===== src/rtl/btb_resolve_ctrl.sv =====
// Purpose : BTB write side. Queues one prediction record per fetched instruction
//           and checks it against the EX resolution. On a mispredict it flushes
//           and redirects the front end and writes or invalidates the BTB entry.
// Latency : resolving edge -> flush/redirect_pc/btb_wr_valid visible 1 cycle later.
// Backpressure: pred_full stalls fetch. res_ready=0 holds EX while a BTB write
//           waits for btb_wr_ready. btb_wr_* is held stable until it is accepted.
//
// Ports:
//   clk, rst                    clock, synchronous active-high reset
//   pred_push/pc/taken/target   prediction record from fetch; pred_full = queue full
//   res_valid/is_br/taken/target resolution of the oldest in-flight instruction;
//                               res_ready = resolution accepted this cycle
//   flush, redirect_pc          1-cycle squash pulse and the correct fetch PC
//   btb_wr_valid/ready/pc/target/insert  BTB write port (insert=0 means invalidate)
//   mispred_cnt                 saturating mispredict counter
//   err_underflow               sticky flag: a resolution arrived with no record queued

module btb_resolve_ctrl #(
  parameter int ADDR_W = 16,
  parameter int DEPTH  = 4,
  parameter int CNT_W  = 16
) (
  input  logic              clk,
  input  logic              rst,

  input  logic              pred_push,
  input  logic [ADDR_W-1:0] pred_pc,
  input  logic              pred_taken,
  input  logic [ADDR_W-1:0] pred_target,
  output logic              pred_full,

  input  logic              res_valid,
  input  logic              res_is_br,
  input  logic              res_taken,
  input  logic [ADDR_W-1:0] res_target,
  output logic              res_ready,

  output logic              flush,
  output logic [ADDR_W-1:0] redirect_pc,

  output logic              btb_wr_valid,
  input  logic              btb_wr_ready,
  output logic [ADDR_W-1:0] btb_wr_pc,
  output logic [ADDR_W-1:0] btb_wr_target,
  output logic              btb_wr_insert,

  output logic [CNT_W-1:0]  mispred_cnt,
  output logic              err_underflow
);

  localparam int PTR_W = (DEPTH > 1) ? $clog2(DEPTH) : 1;
  localparam logic [PTR_W:0] FULL_CNT = (PTR_W+1)'(DEPTH);

  typedef enum logic {
    RUN     = 1'b0,
    WR_WAIT = 1'b1
  } state_t;

  state_t state, state_nxt;

  // Record storage. The data arrays carry no reset: occupancy is
  // tracked by count, so stale entries are never read.
  logic [ADDR_W-1:0] fifo_pc     [DEPTH];
  logic [ADDR_W-1:0] fifo_target [DEPTH];
  logic [DEPTH-1:0]  fifo_taken;

  logic [PTR_W-1:0]  rd_ptr;
  logic [PTR_W-1:0]  wr_ptr;
  logic [PTR_W:0]    count;

  logic              empty;
  logic              pop;
  logic              push_ok;
  logic [ADDR_W-1:0] head_pc;
  logic [ADDR_W-1:0] head_target;
  logic              head_taken;
  logic              miss_insert;
  logic              miss_inval;
  logic              mispredict;

  assign empty     = (count == '0);
  assign pred_full = (count == FULL_CNT);

  assign head_pc     = fifo_pc[rd_ptr];
  assign head_target = fifo_target[rd_ptr];
  assign head_taken  = fifo_taken[rd_ptr];

  assign pop = res_valid & res_ready & ~empty;

  // Taken branch whose direction or target was wrong: the BTB needs the real target.
  assign miss_insert = res_is_br & res_taken & (~head_taken | (head_target != res_target));
  // The BTB predicted taken but the branch fell through, or the instruction is not
  // a branch at all (an aliased entry). Either way the entry is removed.
  assign miss_inval  = head_taken & (~res_is_br | ~res_taken);
  assign mispredict  = pop & (miss_insert | miss_inval);

  // When full, a push is taken only alongside a pop, so occupancy stays at DEPTH.
  // A mispredict clears the queue, so a push in that same cycle belongs to the
  // wrong path and is dropped.
  assign push_ok = pred_push & (~pred_full | pop) & ~mispredict;

  // FSM next state and port handshakes
  always_comb begin
    state_nxt    = state;
    res_ready    = 1'b0;
    btb_wr_valid = 1'b0;
    case (state)
      RUN: begin
        res_ready = 1'b1;
        if (mispredict) state_nxt = WR_WAIT;
      end
      WR_WAIT: begin
        btb_wr_valid = 1'b1;
        if (btb_wr_ready) state_nxt = RUN;
      end
      default: state_nxt = RUN;
    endcase
  end

  always_ff @(posedge clk) begin
    if (rst) state <= RUN;
    else     state <= state_nxt;
  end

  // Record write port
  always_ff @(posedge clk) begin
    if (push_ok) begin
      fifo_pc[wr_ptr]     <= pred_pc;
      fifo_target[wr_ptr] <= pred_target;
      fifo_taken[wr_ptr]  <= pred_taken;
    end
  end

  // Queue pointers and occupancy
  always_ff @(posedge clk) begin
    if (rst) begin
      rd_ptr <= '0;
      wr_ptr <= '0;
      count  <= '0;
    end else if (mispredict) begin
      rd_ptr <= '0;
      wr_ptr <= '0;
      count  <= '0;
    end else begin
      if (push_ok) wr_ptr <= wr_ptr + 1'b1;
      if (pop)     rd_ptr <= rd_ptr + 1'b1;
      case ({push_ok, pop})
        2'b10:   count <= count + 1'b1;
        2'b01:   count <= count - 1'b1;
        default: count <= count;
      endcase
    end
  end

  // Flush, redirect and BTB write request. btb_wr_* is loaded only on a
  // mispredict, which can only occur in RUN, so it stays stable throughout WR_WAIT.
  always_ff @(posedge clk) begin
    if (rst) begin
      flush         <= 1'b0;
      redirect_pc   <= '0;
      btb_wr_pc     <= '0;
      btb_wr_target <= '0;
      btb_wr_insert <= 1'b0;
    end else begin
      flush <= mispredict;
      if (mispredict) begin
        redirect_pc   <= miss_insert ? res_target : head_pc + 1'b1;
        btb_wr_pc     <= head_pc;
        btb_wr_target <= miss_insert ? res_target : head_target;
        btb_wr_insert <= miss_insert;
      end
    end
  end

  // Statistics and error flag
  always_ff @(posedge clk) begin
    if (rst) begin
      mispred_cnt   <= '0;
      err_underflow <= 1'b0;
    end else begin
      if (mispredict && (mispred_cnt != '1)) mispred_cnt <= mispred_cnt + 1'b1;
      if (res_valid && res_ready && empty)   err_underflow <= 1'b1;
    end
  end

endmodule


===== config.mk =====
export PLATFORM = sky130hd
export DESIGN_NAME = btb_resolve_ctrl
export DESIGN_NICKNAME = d
export VERILOG_FILES = /design/src/rtl/btb_resolve_ctrl.sv
export SDC_FILE = /design/constraint.sdc
export NUM_CORES = 1
export LEC_CHECK = 0
export CORE_UTILIZATION = 42
export CTS_BUF_LIST = sky130_fd_sc_hd__clkbuf_4
export DETAILED_ROUTE_END_ITERATION = 7
export GPL_ROUTABILITY_DRIVEN = 0
export HOLD_SLACK_MARGIN = 0.02
export SYNTH_ARGS = -nofsm -noshare
export SYNTH_HDL_FRONTEND = slang
export SYNTH_SLANG_ARGS = --single-unit

===== constraint.sdc =====
create_clock -name clk -period 5.47 [get_ports clk]
set_clock_uncertainty 0.15 [all_clocks]
set_input_delay 1.094 -clock clk [delete_from_list [all_inputs] [get_ports clk]]
set_output_delay 1.094 -clock clk [all_outputs]
set_load 0.1 [all_outputs]

# Word-level counts from Yosys, hierarchy flattened
# Memory sizes are Yosys's and may differ from the RTL's. A register that Yosys moved wholly into a read port is not among the register bits.
# Cells that the tools add are included.
# W data, S select, Z words.
[classes]
n_addsub = 6
mul = 0
div = 0
magnitude_cmp = 3
eq_ne = 5
shift = 0
n_mux = 19
n_bitwise = 19
reduce_logical = 7
[op_table]
columns = ["cell", "n"]
rows = [
  ["$add A16 B1 Y16 const B", 2],
  ["$mux W16", 2],
  ["$ne A16 B16 Y1", 1],
  ["$ne A16 B16 Y1 const B", 1],
  ["$and A1 B1 Y1", 8],
  ["$mux W1", 8],
  ["$mux W2", 4],
  ["$not A1 Y1", 7],
  ["$lt A2 B3 Y1 const B", 2],
  ["$pmux W3 S2", 1],
  ["$add A2 B1 Y2 const B", 2],
  ["$bwmux W4", 1],
  ["$logic_and A1 B1 Y1", 4],
  ["$or A1 B1 Y1", 4],
  ["$add A3 B1 Y3 const B", 1],
  ["$eq A3 B3 Y1 const B", 1],
  ["$logic_not A3 Y1", 1],
  ["$sub A3 B1 Y3 const B", 1],
  ["$bmux W1 S2", 1],
  ["$demux W1 S2", 1],
  ["$eq A2 B1 Y1 const B", 1],
  ["$eq A2 B2 Y1 const B", 1],
  ["$ge A2 B1 Y1 const B", 1],
  ["$pmux W1 S2", 1],
  ["2 further kinds", 2],
]
[totals]
reg_bits = 79
latch_bits = 0
ram_bits = 128
romBits = 0
input_bits = 56
out_inout_bits = 70
elab_cells = 73
n_memories = 2
[mem_list]
columns = ["name", "words", "word_bits", "rd", "rd_ports_with_merged_regs", "wr", "line_no", "source"]
rows = [
  ["fifo_pc", 4, 16, 1, 1, 1, "63", "logic [ADDR_W-1:0] fifo_pc [DEPTH];"],
  ["fifo_target", 4, 16, 1, 1, 1, "64", "logic [ADDR_W-1:0] fifo_target [DEPTH];"],
]

# Longest topological paths before layout
# Gate-level depths: netlist of the first run.
[depth]
ltp_word = 11
mapped_depth = 17
ltp_nobuf = 14

# Worst setup path before layout of the first run
# No wires, ideal clock.
[synth_path]
path_kind = "register to register"
from = "reg (tool-made name)"
to = "mem fifo_pc[0][0], enable pin"
setup_time_ns = 0.393
arrival_ns = 3.514
required_time_ns = 4.927
path_slack_ns = 1.413
stages_incl_launch_ff = 11
n_path_buf = 3
synth_period_minus_slack_ns = 4.057
path_cell_list = "dfxtp_1 -> buf_2 -> buf_2 -> mux4_2 -> xnor2_1 -> nand3_1 -> or4_4 -> o31a_1 -> buf_2 -> nor2_1 -> and2_1"
[synth_lines]
columns = ["item", "line_no"]
rows = [
  ["to (decl)", "63"],
]

==> results.txt, run 1 <==
The flow ran to the end, and the final reports show no timing, DRC or antenna violations. The proportion of layout cells with a drive suffix above 1 came out at 17.06%. After the first detailed-routing iteration, the DRC count stood at 385. The biggest fanout along the worst timing path is 25. The async set-or-reset flop fraction in the synthesized netlist is 0%.

The post-synthesis register bit count is 209. After layout, the design draws a total of 0.005602 W. The overall die area came out at 21030 sq um. The synthesized area divided by synthesized cell count came out at 13.51 sq um. STA classifies the critical path endpoint as a flop. The fill cell instance count of the final layout came out at 1679.

The detailed-routing iteration count for the pre-antenna-repair pass is 6. The number of placement rows came out at 51. After global routing the overflow that remains totals 0. The estimated wirelength of the detail-placed design came out at 14250 um. The number of port buffers came out at 125.

The final cycle utilization of the critical path came out at 78.86%. The number of buffers created by CTS is 54. At the worst endpoint, the required time is 5.65 ns. The number of clock sinks is 209. The number of global-route vias before repair is 5974. The post-synthesis xor/xnor area fraction came out at 3.569%. The headroom to the max-slew limit is 20.38%.

The post-CTS resize count came out at 0. Clock-pin slew was measured on the worst setup and hold paths at 0.06 ns. The TritonCTS clock tree is done.

The worst hold path passes through 2 cells. In the final timing run, aggregate negative setup slack is 0 ns. The wire length of the first global-routing pass came out at 32890 um.

The leakage dissipation is 3.674 nW. By area, the combinational part of the netlist is dominated by simple AND/OR/NAND/NOR gates. The synthesized-area fraction occupied by ao, oa, aoi and oai cells is 7.298%. The overall global routing resource usage is 20.50%. The max-slew violation count is 0. The final critical-path required period is 4.314 ns. When the netlist entered floorplanning its net count stood at 700. The distinct cell type count of the synthesized netlist came out at 47. The pin count of the biggest net entering global routing came out at 68. The region available for standard cell placement spans 19780 sq um.

The max-cap violation count is 0. The worst setup path is launched from a flop. The initial antenna violation count came to 2. The starting density of the core is 43.42%. The later pin in the worst-skew pair is clocked with a latency of 0.66 ns. The H-tree depth is 2. The highest clock rate is 0.2318 GHz. After technology mapping, the gate count stands at 636. The cell area after layout is 10850 sq um. In the synthesized netlist, mux cells make up 10.55% of the area. The average wire per standard cell is 19.11 um. In this run the horizontal extent of the chip is 145.0 um.

Measured in cells, the most critical reg-to-reg path has a length of 9. The number of nets with antenna violations after routing came out at 0. The setup-violating endpoint count in the final report is 0.

The slew at the pin with the worst max-slew slack came out at 1.190 ns. The simple logic cell fraction of the synthesized area came out at 10.69%. In the synthesized netlist the dominant register cell turns out to be sky130_fd_sc_hd__edfxtp_1.

The path class of the tightest hold or removal check is reg -> reg. The area of placed instances is 10130 sq um. The post-synthesis adder-cell area fraction is 1.253%.

The sequential fraction of the synthesis area is 64.09%. The final route contains 5921 vias. The post-CTS setup-driven buffer insertion count is 0.

The synthesized area came out at 8589 sq um. The remaining routing DRC violations is 0. The hold buffer count at cts is 0. Setup repair after global routing left no endpoint under its margin.

The ratio of total power to cell area is 516.2 nW/um^2. The total count of hold-check failures in the final report is 0. STA puts the critical path data arrival time at 4.49 ns. The category of the critical setup timing path is reg -> reg. Dividing the detail-routed via count by the number of cells gives 5.363. The clock passes through at most 3 buffers. The final net count came out at 856. Yosys printed 0 warnings.

Compared with the post-synthesis result, the final layout area differs by 26.34%. The routed design has 21100 um of wire. The cell sitting at the root of the clock tree is a sky130_fd_sc_hd__clkbuf_4. The count of flip-flops with a built-in enable after synthesis is 132.

The number of ports placed on the die boundary is 126. The maximum resistive drop on vdd came out at 0.3021 mV. The die is 145.0 um tall.
-- registers in the layout, indices dropped and copies added, names as in the netlist, 2 cells and up, named ones only --
name and count:
redirect_pc 16, btb_wr_target 16, mispred_cnt 16, btb_wr_pc 16, count 3, wr_ptr 2, fifo_taken 4, fifo_pc 64
rd_ptr 2, fifo_target 64
-- cell usage in the layout, fill, tap and decap left out, types with 3 or more instances in the layout --
| cell | Yosys | layout |
|---|---|---|
| sky130_fd_sc_hd__dfxtp_1 | 77 | 76 |
| sky130_fd_sc_hd__buf_4 | 4 | 10 |
| sky130_fd_sc_hd__xnor2_1 | 25 | 25 |
| sky130_fd_sc_hd__inv_1 | 11 | 11 |
| sky130_fd_sc_hd__nor2_1 | 41 | 41 |
| sky130_fd_sc_hd__edfxtp_1 | 132 | 132 |
| sky130_fd_sc_hd__buf_12 | 0 | 3 |
| sky130_fd_sc_hd__o31ai_1 | 9 | 9 |
| sky130_fd_sc_hd__o21ai_0 | 3 | 3 |
| sky130_fd_sc_hd__clkdlybuf4s50_1 | 0 | 124 |
| sky130_fd_sc_hd__nor2b_1 | 5 | 5 |
| sky130_fd_sc_hd__and4_1 | 3 | 3 |
| sky130_fd_sc_hd__nor3_1 | 5 | 5 |
| sky130_fd_sc_hd__and2_1 | 11 | 11 |
| sky130_fd_sc_hd__clkinv_1 | 0 | 12 |
| sky130_fd_sc_hd__nand2_1 | 82 | 82 |
| sky130_fd_sc_hd__xor2_1 | 10 | 10 |
| sky130_fd_sc_hd__nand2b_1 | 12 | 12 |
| sky130_fd_sc_hd__ha_1 | 7 | 7 |
| sky130_fd_sc_hd__o22ai_1 | 8 | 8 |
| sky130_fd_sc_hd__a21oi_1 | 33 | 33 |
| sky130_fd_sc_hd__or4_1 | 9 | 9 |
| sky130_fd_sc_hd__a31oi_1 | 3 | 3 |
| sky130_fd_sc_hd__mux4_2 | 33 | 33 |
| sky130_fd_sc_hd__a311oi_1 | 19 | 19 |
| sky130_fd_sc_hd__nand4_1 | 8 | 8 |
| sky130_fd_sc_hd__clkbuf_4 | 0 | 89 |
| sky130_fd_sc_hd__o2bb2ai_1 | 5 | 5 |
| sky130_fd_sc_hd__and3_1 | 5 | 5 |
| sky130_fd_sc_hd__nand3_1 | 8 | 8 |
| sky130_fd_sc_hd__mux2i_1 | 14 | 14 |
-- logic make-up after synthesis --
logic type	count (synthesis)
xor+xnor	35
flops	209
mux	49
simple gates	194
compound gates	92
buf+inv	49
fa+ha+maj	8
-- synthesized netlist by cell type, drive strengths merged (2+ instances only) --
library cell  count  area (sq um)
edfxtp          132          3964
nand2            82         307.8
dfxtp            77          1541
nor2             41         153.9
a21oi            33         165.2
mux4             33         743.2
xnor2            25         219.0
clkbuf           22         82.58
a311oi           19         166.4
buf              16         95.09
mux2i            14         140.1
nand2b           12         75.07
and2             11         68.82
inv              11         41.29
o31ai            10         88.83
or4              10         78.82
xor2             10         87.58
nand3             8         40.04
nand4             8         50.05
o22ai             8         50.05
ha                7         87.58
o21ai             6         30.02
and3              5         31.28
nor2b             5         31.28
nor3              5         25.02
o2bb2ai           5         43.79
a31oi             3         18.77
and4              3         26.28
mux2              2         22.52
o21a              2         15.01
-- cell type report --
class,instances,area [sq um],share of cell area (%)
Antenna cell,1,2.502,0.02306
Clock buffer,89,668.1,6.157
Clock inverter,13,50.05,0.4612
Inverter,11,41.29,0.3805
Multi-Input combinational cell,378,2870,26.45
Sequential cell,209,5507,50.74
Tap cell,265,331.6,3.055
Timing Repair Buffer,138,1381,12.73
-- critical path, cell delays in order (launching register included) --
cell                      delay, ns
sky130_fd_sc_hd__dfxtp_2       0.71
sky130_fd_sc_hd__buf_4         0.35
sky130_fd_sc_hd__mux4_2        0.55
sky130_fd_sc_hd__xnor2_1       0.15
sky130_fd_sc_hd__nand3_1       0.15
sky130_fd_sc_hd__or4_4         0.50
sky130_fd_sc_hd__o31a_2        0.37
sky130_fd_sc_hd__nor2_1        0.24
sky130_fd_sc_hd__and2_1        0.51
sky130_fd_sc_hd__buf_12        0.28
-- layer usage --
metal | vias to the layer above | GRT usage, % | part of all wire (%)
li1 | 2737 | - | -
met1 | 2918 | 26.31 | 41
met2 | 229 | 33.75 | 50
met3 | 35 | 5.472 | 7.2
met4 | 2 | 6.489 | 1.8
met5 | - | 0 | 0.062
-- power by group --
| part | total, W | internal (W) | switching [W] | leakage, nW |
|---|---|---|---|---|
| combinational | 0.00216 | 0.000684 | 0.00147 | 1.41 |
| sequential | 0.00210 | 0.00194 | 0.000154 | 1.84 |
| clock | 0.00135 | 0.000732 | 0.000615 | 0.432 |
| total | 0.00560 | 0.00336 | 0.00224 | 3.67 |
-- through the flow --
step	std cells	setup slack, ns	util (%)	hold slack (ns)
6_report	1104	1.156	54.86	0.3087
5_1_grt	1104	0.8040	54.86	0.3454
4_1_cts	1103	1.118	54.85	0.3126
3_5_place_dp	1001	0.9994	51.21	0.3029
3_3_place_gp	1001	1.110	51.21	0.2967
2_1_floorplan	636	1.413	-	0.3538
-- final timing paths --
check                from       endpoint  slack, ns
max                  flop  fifo_pc[3][5]       1.16
max reg2reg          flop  fifo_pc[3][5]       1.16
min reg2reg  btb_wr_pc[5]   btb_wr_pc[5]       0.31
min          btb_wr_pc[5]   btb_wr_pc[5]       0.31
(Power assumes the default switching activity.)
==> run 2: changes to the inputs <==
--- a/config.mk
+++ b/config.mk
@@ -10,6 +10,7 @@
 export DETAILED_ROUTE_END_ITERATION = 7
 export GPL_ROUTABILITY_DRIVEN = 0
 export HOLD_SLACK_MARGIN = 0.02
+export PLACE_DENSITY = 0.67
 export SYNTH_ARGS = -nofsm -noshare
 export SYNTH_HDL_FRONTEND = slang
 export SYNTH_SLANG_ARGS = --single-unit
==> constraint.sdc (replaced) <==
create_clock -name clk -period 3.6 [get_ports clk]
set_clock_uncertainty 0.15 [all_clocks]
set_input_delay 0.72 -clock clk [delete_from_list [all_inputs] [get_ports clk]]
set_output_delay 0.72 -clock clk [all_outputs]
set_load 0.1 [all_outputs]
==> results.txt, run 2 (same netlist as run 1, synthesis figures left out) <==
Status: completed (unchanged). The H-tree depth came out at 2 (unchanged). The area of placed instances came out at 10320 sq um (was 10130 sq um). The TritonCTS clock tree is done (unchanged). The cell at the root of the clock tree is sky130_fd_sc_hd__clkbuf_4 (unchanged). The share of the core filled with cells in the final layout is 56.45% (was 54.86%). The leakage dissipation is 4.029 nW (was 3.674 nW). The hold buffer count at cts came out at 0 (unchanged). The pin count of the biggest net entering global routing came to 68 (unchanged). The average wire per standard cell came out at 18.81 um (was 19.11 um).

The estimated wirelength of the detail-placed design was 14510 um (was 14250 um). The switching component of the power came out at 0.003456 W (was 0.002241 W). Largest registers: fifo_pc (64), fifo_target (64) (unchanged).

The detailed-routing iteration count for the pre-antenna-repair pass was 5 (was 6). The highest clock rate is 0.2850 GHz (was 0.2318 GHz). The number of buffers created by CTS came to 53 (was 54). The total count of hold-check failures in the final report is 0 (unchanged). The worst-case hold slack came out at 0.3050 ns (was 0.3087 ns). The starting density of the core is 43.42% (unchanged). The cell-internal power is 0.005326 W (was 0.003360 W).

The type of the worst min-delay path is reg -> reg (unchanged). The final net count is 885 (was 856). The required time of the critical path is 4.00 ns (was 5.65 ns). The clock-pin slew on the worst setup and hold paths is 0.06 ns (about the same).

Highest-count cells in the layout ignoring fill and taps: sky130_fd_sc_hd__edfxtp_1 (132), sky130_fd_sc_hd__buf_4 (91), sky130_fd_sc_hd__nand2_1 (82), sky130_fd_sc_hd__clkbuf_4 (77), sky130_fd_sc_hd__dfxtp_1 (76) (was sky130_fd_sc_hd__edfxtp_1 (132), sky130_fd_sc_hd__clkdlybuf4s50_1 (124), sky130_fd_sc_hd__clkbuf_4 (89), sky130_fd_sc_hd__nand2_1 (82), sky130_fd_sc_hd__dfxtp_1 (76)). The endpoint of the worst hold path is btb_wr_pc[12] (was btb_wr_pc[5]). The die extent in y came out at 145.0 um (unchanged). The placeable core region is 19780 sq um (unchanged).

The switching power as a share of total power came out at 39.36% (was 40.01%). The number of ports placed on the die boundary is 126 (unchanged). The ratio of total power to cell area is 786.4 nW/um^2 (was 516.2 nW/um^2). The overall die width came to 145.0 um (unchanged). The critical path launch point type was a flop (unchanged). The worst-case clock buffer depth is 3 (unchanged).

The area growth from synthesis to layout came out at 30.01% (was 26.34%). The number of instances in the placed design came out at 1029 (was 1001). Setup repair after global routing missed its margin: true (was false). The most common cell after layout, fill and taps aside is sky130_fd_sc_hd__edfxtp_1 (unchanged). The proportion of layout cells with a drive suffix above 1 is 28.55% (was 17.06%). The number of port buffers came out at 125 (unchanged). The total chip power is 0.008782 W (was 0.005602 W). The final cycle utilization of the critical path is 97.45% (was 78.86%). The setup-violating endpoint count in the final report is 0 (unchanged). The final critical-path required period came out at 3.508 ns (was 4.314 ns). The sequential power share came out at 35.8% (was 37.5%). The maximum resistive drop on vdd came out at 0.5154 mV (was 0.3021 mV). The depth of the worst register-to-register path is 14 (was 9).

The average via count per standard cell came to 5.302 (was 5.363). The number of cells traversed by the worst hold path was 2 (unchanged). The max-slew violation count is 0 (unchanged). The number of placement rows came out at 51 (unchanged). The number of clock sinks came out at 209 (unchanged). The fill cell instance count of the final layout came out at 1671 (was 1679).

The total number of vias is 5997 (was 5921). The category of the critical setup timing path was reg -> reg (unchanged). The final routed wirelength across all metal layers is 21280 um (was 21100 um). The initial antenna violation count came out at 2 (unchanged). The starting DRC count in detailed routing came out at 349 (was 385). The remaining routing DRC violations came out at 0 (unchanged). The worst-skew pair later-pin latency is 0.67 ns (was 0.66 ns).

The cell area after layout was 11170 sq um (was 10850 sq um). The max-cap violation count is 0 (unchanged). The headroom to the max-slew limit came out at 35.03% (was 20.38%).

The overall global routing resource usage is 20.61% (was 20.50%). The biggest fanout along the worst timing path came to 6 (was 25). The terminus of the critical flop-to-flop path was count[1] (was fifo_pc[3][5]). The slack of the worst reg-to-reg path came out at 0.09 ns (was 1.16 ns). The number of nets with antenna violations after routing is 0 (unchanged).

The post-route non-filler standard cell count is 1131 (was 1104). The arrival time of data at the critical path endpoint came out at 3.91 ns (was 4.49 ns). The overall die area is 21030 sq um (unchanged).

The endpoint type of the worst setup path is a flop (unchanged). The slew at the pin with the worst max-slew slack came out at 0.9715 ns (was 1.190 ns). The number of global-route vias before repair is 6165 (was 5974). The relative contribution of combinational cells to total power was 39.7% (was 38.5%). The part of the power in the clock network came out at 24.5% (was 24.1%). The hold path startpoint was btb_wr_pc[12] (was btb_wr_pc[5]).

The remaining global-route overflow is 0 (unchanged). The wire length of the first global-routing pass is 33250 um (was 32890 um).
==> run 2: changes by cell type in the layout (fill, tap and decap cells not counted), sizes merged <==
cell and delta:
clkdlybuf4s50 -63, inv +2, clkbuf -11, clkinv +3, bufinv +3, buf +92, clkinvlp +1
==> run 2: power by group through the flow <==
| stage | sequential (W) | combinational (W) | clock (W) |
|---|---|---|---|
| floorplan | 0.00423 | 0.00146 | 0 |
| global placement | 0.00317 | 0.00339 | 0 |
| detailed placement | 0.00319 | 0.00342 | 0 |
| CTS | 0.00314 | 0.00343 | 0.00221 |
| global route | 0.00318 | 0.00369 | 0.00233 |
| finish | 0.00314 | 0.00349 | 0.00215 |
==> run 2: how the worst max path moves through the flow <==
| stage | start | endpoint | slack [ns] | cells after the start |
|---|---|---|---|---|
| finish | flop | count[1] | 0.09 | 14 |
| detailed placement | res_target[13] | count[2] | -0.16 | 14 |
| global placement | res_target[13] | count[2] | -0.07 | 14 |
| floorplan | flop | count[1] | 0.008 | 16 |
| global route | flop | count[2] | -0.09 | 15 |
| CTS | flop | count[2] | 0.005 | 15 |
==> run 2: critical path, stage by stage, from the launching register on <==
cell and delay, ns:
sky130_fd_sc_hd__dfxtp_4 0.39, sky130_fd_sc_hd__buf_12 0.14, sky130_fd_sc_hd__mux4_2 0.52, sky130_fd_sc_hd__xnor2_1 0.19
sky130_fd_sc_hd__nand3_2 0.11, sky130_fd_sc_hd__or4_4 0.57, sky130_fd_sc_hd__o31a_4 0.31, sky130_fd_sc_hd__nor2_4 0.12
sky130_fd_sc_hd__inv_2 0.05, sky130_fd_sc_hd__ha_4 0.15, sky130_fd_sc_hd__inv_2 0.05, sky130_fd_sc_hd__fa_1 0.41
sky130_fd_sc_hd__nor2_1 0.11, sky130_fd_sc_hd__a21oi_1 0.05, sky130_fd_sc_hd__nor2_1 0.11
==> run 2: repair_timing <==
item	4_1_cts	5_1_grt
pin swaps	0	3
hold endpoints to repair	0	0
buffers inserted	0	1
cloned	0	1
resized for setup	1	11
endpoints found under the setup margin	2	2
==> run 2: area by class of cell <==
| type | instances | area [sq um] | share of cell area, % |
|---|---|---|---|
| Multi-Input combinational cell | 378 | 2938 | 26.31 |
| Clock inverter | 22 | 171.4 | 1.535 |
| Antenna cell | 1 | 2.502 | 0.02241 |
| Sequential cell | 209 | 5509 | 49.33 |
| Inverter | 11 | 41.29 | 0.3697 |
| Clock buffer | 77 | 578.1 | 5.176 |
| Tap cell | 265 | 331.6 | 2.969 |
| Timing Repair Buffer | 168 | 1595 | 14.29 |
==> run 2: routing by layer <==
metal / vias up / track usage (%) / wire length (um) / share of wire, %
met5: - / 0 / 0 / 0
met4: 0 / 9.468 / 674 / 3.2
met3: 46 / 4.969 / 1710 / 8.0
met2: 256 / 33.20 / 10080 / 47
met1: 2897 / 26.25 / 8815 / 41
li1: 2798 / - / - / -
==> run 2: stage by stage <==
| stage | worst slack, ns | setup TNS (ns) |
|---|---|---|
| global route | -0.08521 | -0.1241 |
| CTS | 0.005497 | 0 |
| finish | 0.09174 | 0 |
| floorplan | 0.007891 | 0 |
| global placement | -0.06917 | -0.1290 |
| detailed placement | -0.1629 | -0.2836 |
